**src/rtl/fifo_wr_pkt_arb_pkg.sv**
```systemverilog
`default_nettype none
// ----------------------------------------------------------------------------
// fifo_wr_pkt_arb_pkg: FSM state encoding and packet result flags. Rev 1.0
// ----------------------------------------------------------------------------
package fifo_wr_pkt_arb_pkg;

  typedef enum logic [1:0] {
    ST_IDLE  = 2'd0,
    ST_XFER  = 2'd1,
    ST_DRAIN = 2'd2,
    ST_DONE  = 2'd3
  } state_t;

  typedef enum logic {
    RES_OK   = 1'b0,
    RES_FAIL = 1'b1
  } result_t;

endpackage
`default_nettype wire

```
**src/rtl/fifo_wr_pkt_arb_if.sv**
```systemverilog
`default_nettype none
// ----------------------------------------------------------------------------
// fifo_wr_pkt_arb_if: requester ports, FIFO write port and status bundle. Rev 1.0
// ----------------------------------------------------------------------------
interface fifo_wr_pkt_arb_if #(
  parameter int C_DATA_WIDTH = 32,
  parameter int C_CNT_WIDTH  = 16
);
  logic                    S0_VALID_I;
  logic [C_DATA_WIDTH-1:0] S0_DATA_I;
  logic                    S0_LAST_I;
  logic                    S0_ABORT_I;
  logic                    S0_READY_O;
  logic                    S1_VALID_I;
  logic [C_DATA_WIDTH-1:0] S1_DATA_I;
  logic                    S1_LAST_I;
  logic                    S1_ABORT_I;
  logic                    S1_READY_O;
  logic                    FIFO_WR_EN_O;
  logic [C_DATA_WIDTH-1:0] FIFO_WR_DATA_O;
  logic                    FIFO_WR_SUCC_O;
  logic                    FIFO_WR_FAIL_O;
  logic                    FIFO_WR_FULL_I;
  logic                    FIFO_WR_EN_VALID_I;
  logic [1:0]              GRANT_O;
  logic                    BUSY_O;
  logic [C_CNT_WIDTH-1:0]  PKT_OK_CNT_O;
  logic [C_CNT_WIDTH-1:0]  PKT_FAIL_CNT_O;

  // Arbiter side
  modport slave (
    input  S0_VALID_I, S0_DATA_I, S0_LAST_I, S0_ABORT_I,
    input  S1_VALID_I, S1_DATA_I, S1_LAST_I, S1_ABORT_I,
    input  FIFO_WR_FULL_I, FIFO_WR_EN_VALID_I,
    output S0_READY_O, S1_READY_O,
    output FIFO_WR_EN_O, FIFO_WR_DATA_O, FIFO_WR_SUCC_O, FIFO_WR_FAIL_O,
    output GRANT_O, BUSY_O, PKT_OK_CNT_O, PKT_FAIL_CNT_O
  );

  // Requester / FIFO environment side
  modport master (
    output S0_VALID_I, S0_DATA_I, S0_LAST_I, S0_ABORT_I,
    output S1_VALID_I, S1_DATA_I, S1_LAST_I, S1_ABORT_I,
    output FIFO_WR_FULL_I, FIFO_WR_EN_VALID_I,
    input  S0_READY_O, S1_READY_O,
    input  FIFO_WR_EN_O, FIFO_WR_DATA_O, FIFO_WR_SUCC_O, FIFO_WR_FAIL_O,
    input  GRANT_O, BUSY_O, PKT_OK_CNT_O, PKT_FAIL_CNT_O
  );
endinterface
`default_nettype wire

```
**src/rtl/fifo_wr_pkt_arb_rr_arb2.sv**
```systemverilog
`default_nettype none
// ----------------------------------------------------------------------------
// rr_arb2: two-way round-robin arbiter, S0 favoured out of reset. Rev 1.0
// ----------------------------------------------------------------------------
module rr_arb2 (
  input  wire logic       i_clk,
  input  wire logic       i_rst_n,
  input  wire logic [1:0] i_req,
  input  wire logic       i_load,
  output logic      [1:0] o_grant
);
  // High when S1 won the most recent arbitration
  logic r_last;

  always_comb begin
    o_grant = i_req;
    if (i_req == 2'b11) begin
      o_grant = r_last ? 2'b01 : 2'b10;
    end
  end

  always_ff @(posedge i_clk or negedge i_rst_n) begin
    if (!i_rst_n) begin
      r_last <= 1'b1;
    end else if (i_load && (|i_req)) begin
      r_last <= o_grant[1];
    end
  end
endmodule
`default_nettype wire

```
**src/rtl/fifo_wr_pkt_arb.sv**
```systemverilog
`default_nettype none
// ----------------------------------------------------------------------------
// fifo_wr_pkt_arb: packet arbiter for a commit/rollback-capable FIFO. Rev 1.0
// ----------------------------------------------------------------------------
module fifo_wr_pkt_arb
  import fifo_wr_pkt_arb_pkg::*;
#(
  parameter int C_DATA_WIDTH     = 32,
  parameter int C_MAX_PKT_WORDS  = 1024,
  parameter int C_TIMEOUT_CYCLES = 4096,
  parameter int C_CNT_WIDTH      = 16
) (
  input wire logic         CLK_I,
  input wire logic         RST_N_I,
  fifo_wr_pkt_arb_if.slave bus
);
  localparam int C_WCNT_W = $clog2(C_MAX_PKT_WORDS + 1);
  localparam int C_TMR_W  = $clog2(C_TIMEOUT_CYCLES + 1);

  state_t                  r_state;
  result_t                 r_flag;
  logic [1:0]              r_grant;
  logic [C_WCNT_W-1:0]     r_wcnt;
  logic [C_TMR_W-1:0]      r_timer;
  logic                    r_wr_en;
  logic [C_DATA_WIDTH-1:0] r_wr_data;
  logic                    r_succ;
  logic                    r_fail;
  logic [C_CNT_WIDTH-1:0]  r_ok_cnt;
  logic [C_CNT_WIDTH-1:0]  r_fail_cnt;

  logic [1:0]              w_req;
  logic [1:0]              w_arb_grant;
  logic                    w_valid;
  logic                    w_last;
  logic                    w_abort;
  logic [C_DATA_WIDTH-1:0] w_data;
  logic                    w_ready;
  logic                    w_hs;
  logic                    w_ovf;
  logic                    w_at_max;
  logic                    w_timeout;

  assign w_req = {bus.S1_VALID_I, bus.S0_VALID_I};

  rr_arb2 u_rr_arb2 (
    .i_clk   (CLK_I),
    .i_rst_n (RST_N_I),
    .i_req   (w_req),
    .i_load  (r_state == ST_IDLE),
    .o_grant (w_arb_grant)
  );

  // Owner mux; only consulted while a grant is held
  assign w_valid   = r_grant[1] ? bus.S1_VALID_I : bus.S0_VALID_I;
  assign w_last    = r_grant[1] ? bus.S1_LAST_I  : bus.S0_LAST_I;
  assign w_abort   = r_grant[1] ? bus.S1_ABORT_I : bus.S0_ABORT_I;
  assign w_data    = r_grant[1] ? bus.S1_DATA_I  : bus.S0_DATA_I;
  assign w_ready   = (r_state == ST_XFER) & ~bus.FIFO_WR_FULL_I;
  assign w_hs      = w_valid & w_ready;
  assign w_ovf     = r_wr_en & ~bus.FIFO_WR_EN_VALID_I;
  assign w_at_max  = (r_wcnt == C_WCNT_W'(C_MAX_PKT_WORDS));
  assign w_timeout = (r_timer == C_TMR_W'(C_TIMEOUT_CYCLES - 1));

  always_ff @(posedge CLK_I or negedge RST_N_I) begin
    if (!RST_N_I) begin
      r_state    <= ST_IDLE;
      r_flag     <= RES_OK;
      r_grant    <= 2'b00;
      r_wcnt     <= '0;
      r_timer    <= '0;
      r_wr_en    <= 1'b0;
      r_wr_data  <= '0;
      r_succ     <= 1'b0;
      r_fail     <= 1'b0;
      r_ok_cnt   <= '0;
      r_fail_cnt <= '0;
    end else begin
      r_wr_en <= 1'b0;
      r_succ  <= 1'b0;
      r_fail  <= 1'b0;
      case (r_state)
        ST_IDLE: begin
          if (|w_req) begin
            r_grant <= w_arb_grant;
            r_wcnt  <= '0;
            r_timer <= '0;
            r_state <= ST_XFER;
          end
        end
        ST_XFER: begin
          if (w_abort || w_ovf) begin
            r_flag  <= RES_FAIL;
            r_state <= ST_DRAIN;
          end else if (w_hs) begin
            r_timer <= '0;
            // A non-last word beyond the packet limit is dropped, not written
            if (w_last || !w_at_max) begin
              r_wr_en   <= 1'b1;
              r_wr_data <= w_data;
              if (!w_at_max) begin
                r_wcnt <= r_wcnt + C_WCNT_W'(1);
              end
            end
            if (w_last) begin
              r_flag  <= RES_OK;
              r_state <= ST_DRAIN;
            end else if (w_at_max) begin
              r_flag  <= RES_FAIL;
              r_state <= ST_DRAIN;
            end
          end else if (w_timeout) begin
            r_flag  <= RES_FAIL;
            r_state <= ST_DRAIN;
          end else begin
            r_timer <= r_timer + C_TMR_W'(1);
          end
        end
        ST_DRAIN: begin
          r_state <= ST_DONE;
          // The final word may still be refused by the FIFO here
          if (w_ovf || (r_flag == RES_FAIL)) begin
            r_fail     <= 1'b1;
            r_fail_cnt <= r_fail_cnt + C_CNT_WIDTH'(1);
          end else begin
            r_succ   <= 1'b1;
            r_ok_cnt <= r_ok_cnt + C_CNT_WIDTH'(1);
          end
        end
        ST_DONE: begin
          r_grant <= 2'b00;
          r_state <= ST_IDLE;
        end
        default: r_state <= ST_IDLE;
      endcase
    end
  end

  assign bus.S0_READY_O     = w_ready & r_grant[0];
  assign bus.S1_READY_O     = w_ready & r_grant[1];
  assign bus.FIFO_WR_EN_O   = r_wr_en;
  assign bus.FIFO_WR_DATA_O = r_wr_data;
  assign bus.FIFO_WR_SUCC_O = r_succ;
  assign bus.FIFO_WR_FAIL_O = r_fail;
  assign bus.GRANT_O        = r_grant;
  assign bus.BUSY_O         = (r_state != ST_IDLE);
  assign bus.PKT_OK_CNT_O   = r_ok_cnt;
  assign bus.PKT_FAIL_CNT_O = r_fail_cnt;
endmodule
`default_nettype wire

```
**src/flat_wrapper.sv**
```systemverilog
// flat-port wrapper written by rule: the top's interface ports become plain ports
module fifo_wr_pkt_arb_flat import fifo_wr_pkt_arb_pkg::*;
#(
  parameter int C_DATA_WIDTH     = 32,
  parameter int C_MAX_PKT_WORDS  = 1024,
  parameter int C_TIMEOUT_CYCLES = 4096,
  parameter int C_CNT_WIDTH      = 16
)
  (CLK_I, RST_N_I, bus_S0_VALID_I, bus_S0_DATA_I, bus_S0_LAST_I, bus_S0_ABORT_I, bus_S1_VALID_I, bus_S1_DATA_I, bus_S1_LAST_I, bus_S1_ABORT_I, bus_FIFO_WR_FULL_I, bus_FIFO_WR_EN_VALID_I, bus_S0_READY_O, bus_S1_READY_O, bus_FIFO_WR_EN_O, bus_FIFO_WR_DATA_O, bus_FIFO_WR_SUCC_O, bus_FIFO_WR_FAIL_O, bus_GRANT_O, bus_BUSY_O, bus_PKT_OK_CNT_O, bus_PKT_FAIL_CNT_O);
  fifo_wr_pkt_arb_if #(.C_DATA_WIDTH(C_DATA_WIDTH), .C_CNT_WIDTH(C_CNT_WIDTH)) bus_i ();
  input wire logic CLK_I;
  input wire logic RST_N_I;
  input wire logic [$bits(bus_i.S0_VALID_I)-1:0] bus_S0_VALID_I;
  input wire logic [$bits(bus_i.S0_DATA_I)-1:0] bus_S0_DATA_I;
  input wire logic [$bits(bus_i.S0_LAST_I)-1:0] bus_S0_LAST_I;
  input wire logic [$bits(bus_i.S0_ABORT_I)-1:0] bus_S0_ABORT_I;
  input wire logic [$bits(bus_i.S1_VALID_I)-1:0] bus_S1_VALID_I;
  input wire logic [$bits(bus_i.S1_DATA_I)-1:0] bus_S1_DATA_I;
  input wire logic [$bits(bus_i.S1_LAST_I)-1:0] bus_S1_LAST_I;
  input wire logic [$bits(bus_i.S1_ABORT_I)-1:0] bus_S1_ABORT_I;
  input wire logic [$bits(bus_i.FIFO_WR_FULL_I)-1:0] bus_FIFO_WR_FULL_I;
  input wire logic [$bits(bus_i.FIFO_WR_EN_VALID_I)-1:0] bus_FIFO_WR_EN_VALID_I;
  output wire logic [$bits(bus_i.S0_READY_O)-1:0] bus_S0_READY_O;
  output wire logic [$bits(bus_i.S1_READY_O)-1:0] bus_S1_READY_O;
  output wire logic [$bits(bus_i.FIFO_WR_EN_O)-1:0] bus_FIFO_WR_EN_O;
  output wire logic [$bits(bus_i.FIFO_WR_DATA_O)-1:0] bus_FIFO_WR_DATA_O;
  output wire logic [$bits(bus_i.FIFO_WR_SUCC_O)-1:0] bus_FIFO_WR_SUCC_O;
  output wire logic [$bits(bus_i.FIFO_WR_FAIL_O)-1:0] bus_FIFO_WR_FAIL_O;
  output wire logic [$bits(bus_i.GRANT_O)-1:0] bus_GRANT_O;
  output wire logic [$bits(bus_i.BUSY_O)-1:0] bus_BUSY_O;
  output wire logic [$bits(bus_i.PKT_OK_CNT_O)-1:0] bus_PKT_OK_CNT_O;
  output wire logic [$bits(bus_i.PKT_FAIL_CNT_O)-1:0] bus_PKT_FAIL_CNT_O;
  assign bus_i.S0_VALID_I = bus_S0_VALID_I;
  assign bus_i.S0_DATA_I = bus_S0_DATA_I;
  assign bus_i.S0_LAST_I = bus_S0_LAST_I;
  assign bus_i.S0_ABORT_I = bus_S0_ABORT_I;
  assign bus_i.S1_VALID_I = bus_S1_VALID_I;
  assign bus_i.S1_DATA_I = bus_S1_DATA_I;
  assign bus_i.S1_LAST_I = bus_S1_LAST_I;
  assign bus_i.S1_ABORT_I = bus_S1_ABORT_I;
  assign bus_i.FIFO_WR_FULL_I = bus_FIFO_WR_FULL_I;
  assign bus_i.FIFO_WR_EN_VALID_I = bus_FIFO_WR_EN_VALID_I;
  assign bus_S0_READY_O = bus_i.S0_READY_O;
  assign bus_S1_READY_O = bus_i.S1_READY_O;
  assign bus_FIFO_WR_EN_O = bus_i.FIFO_WR_EN_O;
  assign bus_FIFO_WR_DATA_O = bus_i.FIFO_WR_DATA_O;
  assign bus_FIFO_WR_SUCC_O = bus_i.FIFO_WR_SUCC_O;
  assign bus_FIFO_WR_FAIL_O = bus_i.FIFO_WR_FAIL_O;
  assign bus_GRANT_O = bus_i.GRANT_O;
  assign bus_BUSY_O = bus_i.BUSY_O;
  assign bus_PKT_OK_CNT_O = bus_i.PKT_OK_CNT_O;
  assign bus_PKT_FAIL_CNT_O = bus_i.PKT_FAIL_CNT_O;
  fifo_wr_pkt_arb #(.C_DATA_WIDTH(C_DATA_WIDTH), .C_MAX_PKT_WORDS(C_MAX_PKT_WORDS), .C_TIMEOUT_CYCLES(C_TIMEOUT_CYCLES), .C_CNT_WIDTH(C_CNT_WIDTH)) u_core (.CLK_I(CLK_I), .RST_N_I(RST_N_I), .bus(bus_i));
endmodule
```
**config.mk**
```make
export PLATFORM = sky130hd
export DESIGN_NAME = fifo_wr_pkt_arb_flat
export DESIGN_NICKNAME = d
export VERILOG_FILES = /design/src/rtl/fifo_wr_pkt_arb_pkg.sv /design/src/rtl/fifo_wr_pkt_arb_if.sv /design/src/rtl/fifo_wr_pkt_arb_rr_arb2.sv /design/src/rtl/fifo_wr_pkt_arb.sv /design/src/flat_wrapper.sv
export SDC_FILE = /design/constraint.sdc
export NUM_CORES = 1
export LEC_CHECK = 0
export CAP_MARGIN = 20
export CORE_MARGIN = 8
export CORE_UTILIZATION = 25
export CTS_CLUSTER_SIZE = 12
export DETAILED_ROUTE_END_ITERATION = 7
export PLACE_DENSITY = 0.46
export RECOVER_POWER = 50
export SETUP_SLACK_MARGIN = 0.1
export SYNTH_ARGS = -nofsm -noshare
export SYNTH_HDL_FRONTEND = slang
export SYNTH_HIERARCHICAL = 1
export SYNTH_SLANG_ARGS = --single-unit
```
**constraint.sdc**
```tcl
create_clock -name CLK_I -period 2.6 [get_ports CLK_I]
set_input_delay 0.39 -clock CLK_I [delete_from_list [all_inputs] [get_ports CLK_I]]
set_output_delay 0.39 -clock CLK_I [all_outputs]
set_load 0.02 [all_outputs]
```
==> impl_metrics.env, run 1 <==
export IMPL_status="finished clean"
export IMPL_power_mw=6.490
export IMPL_core_area_sq_um=19210
export IMPL_synthArstFlopShare_pct=100.0
export IMPL_cts_buffers_inserted=9
export IMPL_antenna_left=0
export IMPL_report_final_slew_viol_count=0
export IMPL_antenna_found_initial=0
export IMPL_syn_num_nets=509
export IMPL_die_area_sq_um=24050
export IMPL_post_route_drc_count=0
export IMPL_grt_max_degree=52
export IMPL_max_clock_path_buffers=2
export IMPL_yosys_most_used_dff="dfrtp_1"
export IMPL_nNetsFinal=676
export IMPL_grt_pass1_wl_um=21690
export IMPL_finalSetupViolCount=0
export IMPL_worstPathArrival_ps=2560
export IMPL_fmax_ghz=0.4279
export IMPL_worstPathRequired_ps=2830
export IMPL_synthesis_area_sq_um=4836
export IMPL_hold_path_class="in2async"
export IMPL_cts_tree="built"
export IMPL_drv_cap=0
export IMPL_ios=146
export IMPL_p_leak_nw=2.914
export IMPL_start_util_pct=25.18
export IMPL_setup_tns_ps=0
export IMPL_reg2reg_to="u_core/r_wcnt[6]$_DFFE_PN0P_"
export IMPL_critical_path_class="reg2reg"
export IMPL_dp_cells=847
export IMPL_rows=51
export IMPL_insertion_delay_ps=340
export IMPL_fillCellCount=1876
export IMPL_cts_hold_buf=0
export IMPL_r2r_cells=8
export IMPL_crit_path_end_kind="flip-flop"
export IMPL_rsz0062_at_grt="false"
export IMPL_finalCritPeriodShare_pct=89.88
export IMPL_place_congestion=0.8202
export IMPL_crit_start="u_core/r_state[1]$_DFFE_PN0P_"
export IMPL_slew_headroom_pct=14.32
export IMPL_num_vias=3815
export IMPL_clock_sinks=97
export IMPL_fin_worst_hold_slack_ps=320.2
export IMPL_wl_per_cell_um=15.13
export IMPL_fp_dieW_um=155.1
export IMPL_grt_pass1_vias=4024
export IMPL_peakVddDrop_mv=0.3739
export IMPL_final_cell_mix="113 x clkdlybuf4s50_1, 95 x dfrtp_1, 64 x mux2_2"
export IMPL_period_needed_ps=2337
export IMPL_diodes=0
export IMPL_r2r_setup_slack_ps=260
export IMPL_path_clk_slew_ps=70
export IMPL_drt_total_wl_um=13060
export IMPL_layout_setup_ws_ps=263.1
export IMPL_drive_gt1_share_pct=18.06
export IMPL_crit_path_end="u_core/r_wcnt[6]$_DFFE_PN0P_"
export IMPL_hold_violations=0
export IMPL_synth_seq_area_share_pct=50.22
export IMPL_p_per_area_nw_per_um2=924.4
export IMPL_cp_start_kind="flip-flop"
export IMPL_clock_skew_ps=8.502
export IMPL_final_common_cell="clkdlybuf4s50_1"
export IMPL_tightest_slew_ps=1285
export IMPL_grt_usage_pct=11.08
export IMPL_die_h_um=155.1
export IMPL_htree_levels=3
export IMPL_avgSynthCellArea_sq_um=11.35
export IMPL_io_buffers=145
export IMPL_crit_fanout=6
export IMPL_clockRootBuffer="clkbuf_16"
export IMPL_grt_ovfl_total=0
export IMPL_synth_cells=426
export IMPL_ys_types=50
export IMPL_hpwl_um=9914
export IMPL_ys_ff_latch=97
export IMPL_vias_per_cell=4.421
export IMPL_pre_cts_ws_ps=49.50
export IMPL_dr_pass1_iters=4
export IMPL_yosysWarnings=6
export IMPL_r2r_start="u_core/r_state[1]$_DFFE_PN0P_"
export IMPL_instances_no_fill=863
export IMPL_drt_iter0_drc=197
export IMPL_synthToLayoutAreaGrowth_pct=45.17
export IMPL_synth_edf_count=0
## worst min-delay path by stage
stage / endpoint / slack (ps) / cells past startpoint
finish: u_core/bus.FIFO_WR_DATA_O[12]$_DFFE_PN0P_ / 320 / 1
global route: u_core/bus.FIFO_WR_DATA_O[9]$_DFFE_PN0P_ / 430 / 1
CTS: u_core/bus.FIFO_WR_DATA_O[12]$_DFFE_PN0P_ / 100 / 1
detailed placement: u_core/bus.PKT_OK_CNT_O[15]$_DFFE_PN0P_ / 470 / 1
global placement: u_core/bus.PKT_OK_CNT_O[15]$_DFFE_PN0P_ / 460 / 1
floorplan: u_core/bus.FIFO_WR_DATA_O[0]$_DFFE_PN0P_ / 90 / 0
## logic make-up after synthesis
logic type | count (synthesis) | share of synthesized area [%]
AOI/OAI and AO/OA | 63 | 8.357
and+or+nand+nor | 128 | 14.10
buffers and inverters | 28 | 3.027
DFF | 97 | 50.22
xor gates and xnor gates | 30 | 5.433
muxes | 71 | 16.53
adders and majority gates | 9 | 2.329
## cell usage after synthesis, types with 8 or more instances
| master | count | area share [%] |
|---|---|---|
| a21oi_1 | 14 | 1.4 |
| clkbuf_1 | 8 | 0.62 |
| dfrtp_1 | 96 | 50 |
| ha_1 | 9 | 2.3 |
| inv_1 | 12 | 0.93 |
| mux2_2 | 64 | 15 |
| nand2_1 | 35 | 2.7 |
| nand3_1 | 19 | 2.0 |
| nand4_1 | 10 | 1.3 |
| nor2_1 | 15 | 1.2 |
| nor3_1 | 11 | 1.1 |
| o21ai_0 | 19 | 2.0 |
| xnor2_1 | 23 | 4.2 |
## repair_timing
| item | in CTS | in global routing |
|---|---|---|
| gates cloned | 0 | 0 |
| resized for setup | 2 | 2 |
| endpoints found under the setup margin | 2 | 8 |
| setup buffers | 0 | 0 |
| hold endpoints to repair | 0 | 0 |
## layout make-up
class | instances | area (sq um) | share of cell area (%)
Multi-Input combinational cell | 301 | 2258 | 32.17
Inverter | 12 | 45.04 | 0.6416
Clock inverter | 6 | 90.09 | 1.283
Clock buffer | 10 | 229.0 | 3.261
Sequential cell | 97 | 2430 | 34.61
Timing Repair Buffer | 172 | 1637 | 23.31
Tap cell | 265 | 331.6 | 4.723
## registers in the layout, indices dropped and copies added (netlist names)
name and flops:
u_core/u_rr_arb2/r_last 1, u_core/r_flag 1, u_core/bus.GRANT_O 2, u_core/r_wcnt 11, u_core/bus.FIFO_WR_DATA_O 32, u_core/r_state 2
u_core/bus.FIFO_WR_FAIL_O 1, u_core/bus.PKT_OK_CNT_O 16, u_core/bus.PKT_FAIL_CNT_O 16, u_core/bus.FIFO_WR_SUCC_O 1, u_core/r_timer 13, u_core/bus.FIFO_WR_EN_O 1
## critical path, cell delays in order, from the launching register on
cell and delay (ps):
dfrtp_1 420, inv_1 100, ha_2 220, nand2b_1 80, or4_1 590, buf_4 190, a221o_1 370, o21ai_0 160
o21ai_1 80
## stage by stage
| step | area (sq um) | util [%] |
|---|---|---|
| 2_1_floorplan | 4836 | - |
| 3_3_place_gp | 6731 | 35.05 |
| 3_5_place_dp | 6731 | 35.05 |
| 4_1_cts | 7048 | 36.69 |
| 5_1_grt | 7020 | 36.55 |
| 6_report | 7020 | 36.55 |
## routing by layer
metal,routed length (um),track usage [%],share of wire [%],up-vias
met1,6394,14.61,49,1800
li1,-,-,-,1866
met5,0,0,0,-
met3,1112,4.133,8.5,10
met4,131,3.313,1.0,0
met2,5416,16.54,41,139
## power breakdown
group	total (mW)	internal [mW]	switching [mW]
combinational	2.81	1.40	1.41
sequential	2.24	1.93	0.309
clock	1.44	0.848	0.592
total	6.49	4.18	2.31
Power figures use the tool's default switching activity.
==> inputs of run 2 (changes only) <==
- CAP_MARGIN: 20 -> not set
==> results of run 2 <==
Final layout, timing and power as in run 1 (identical DEF).
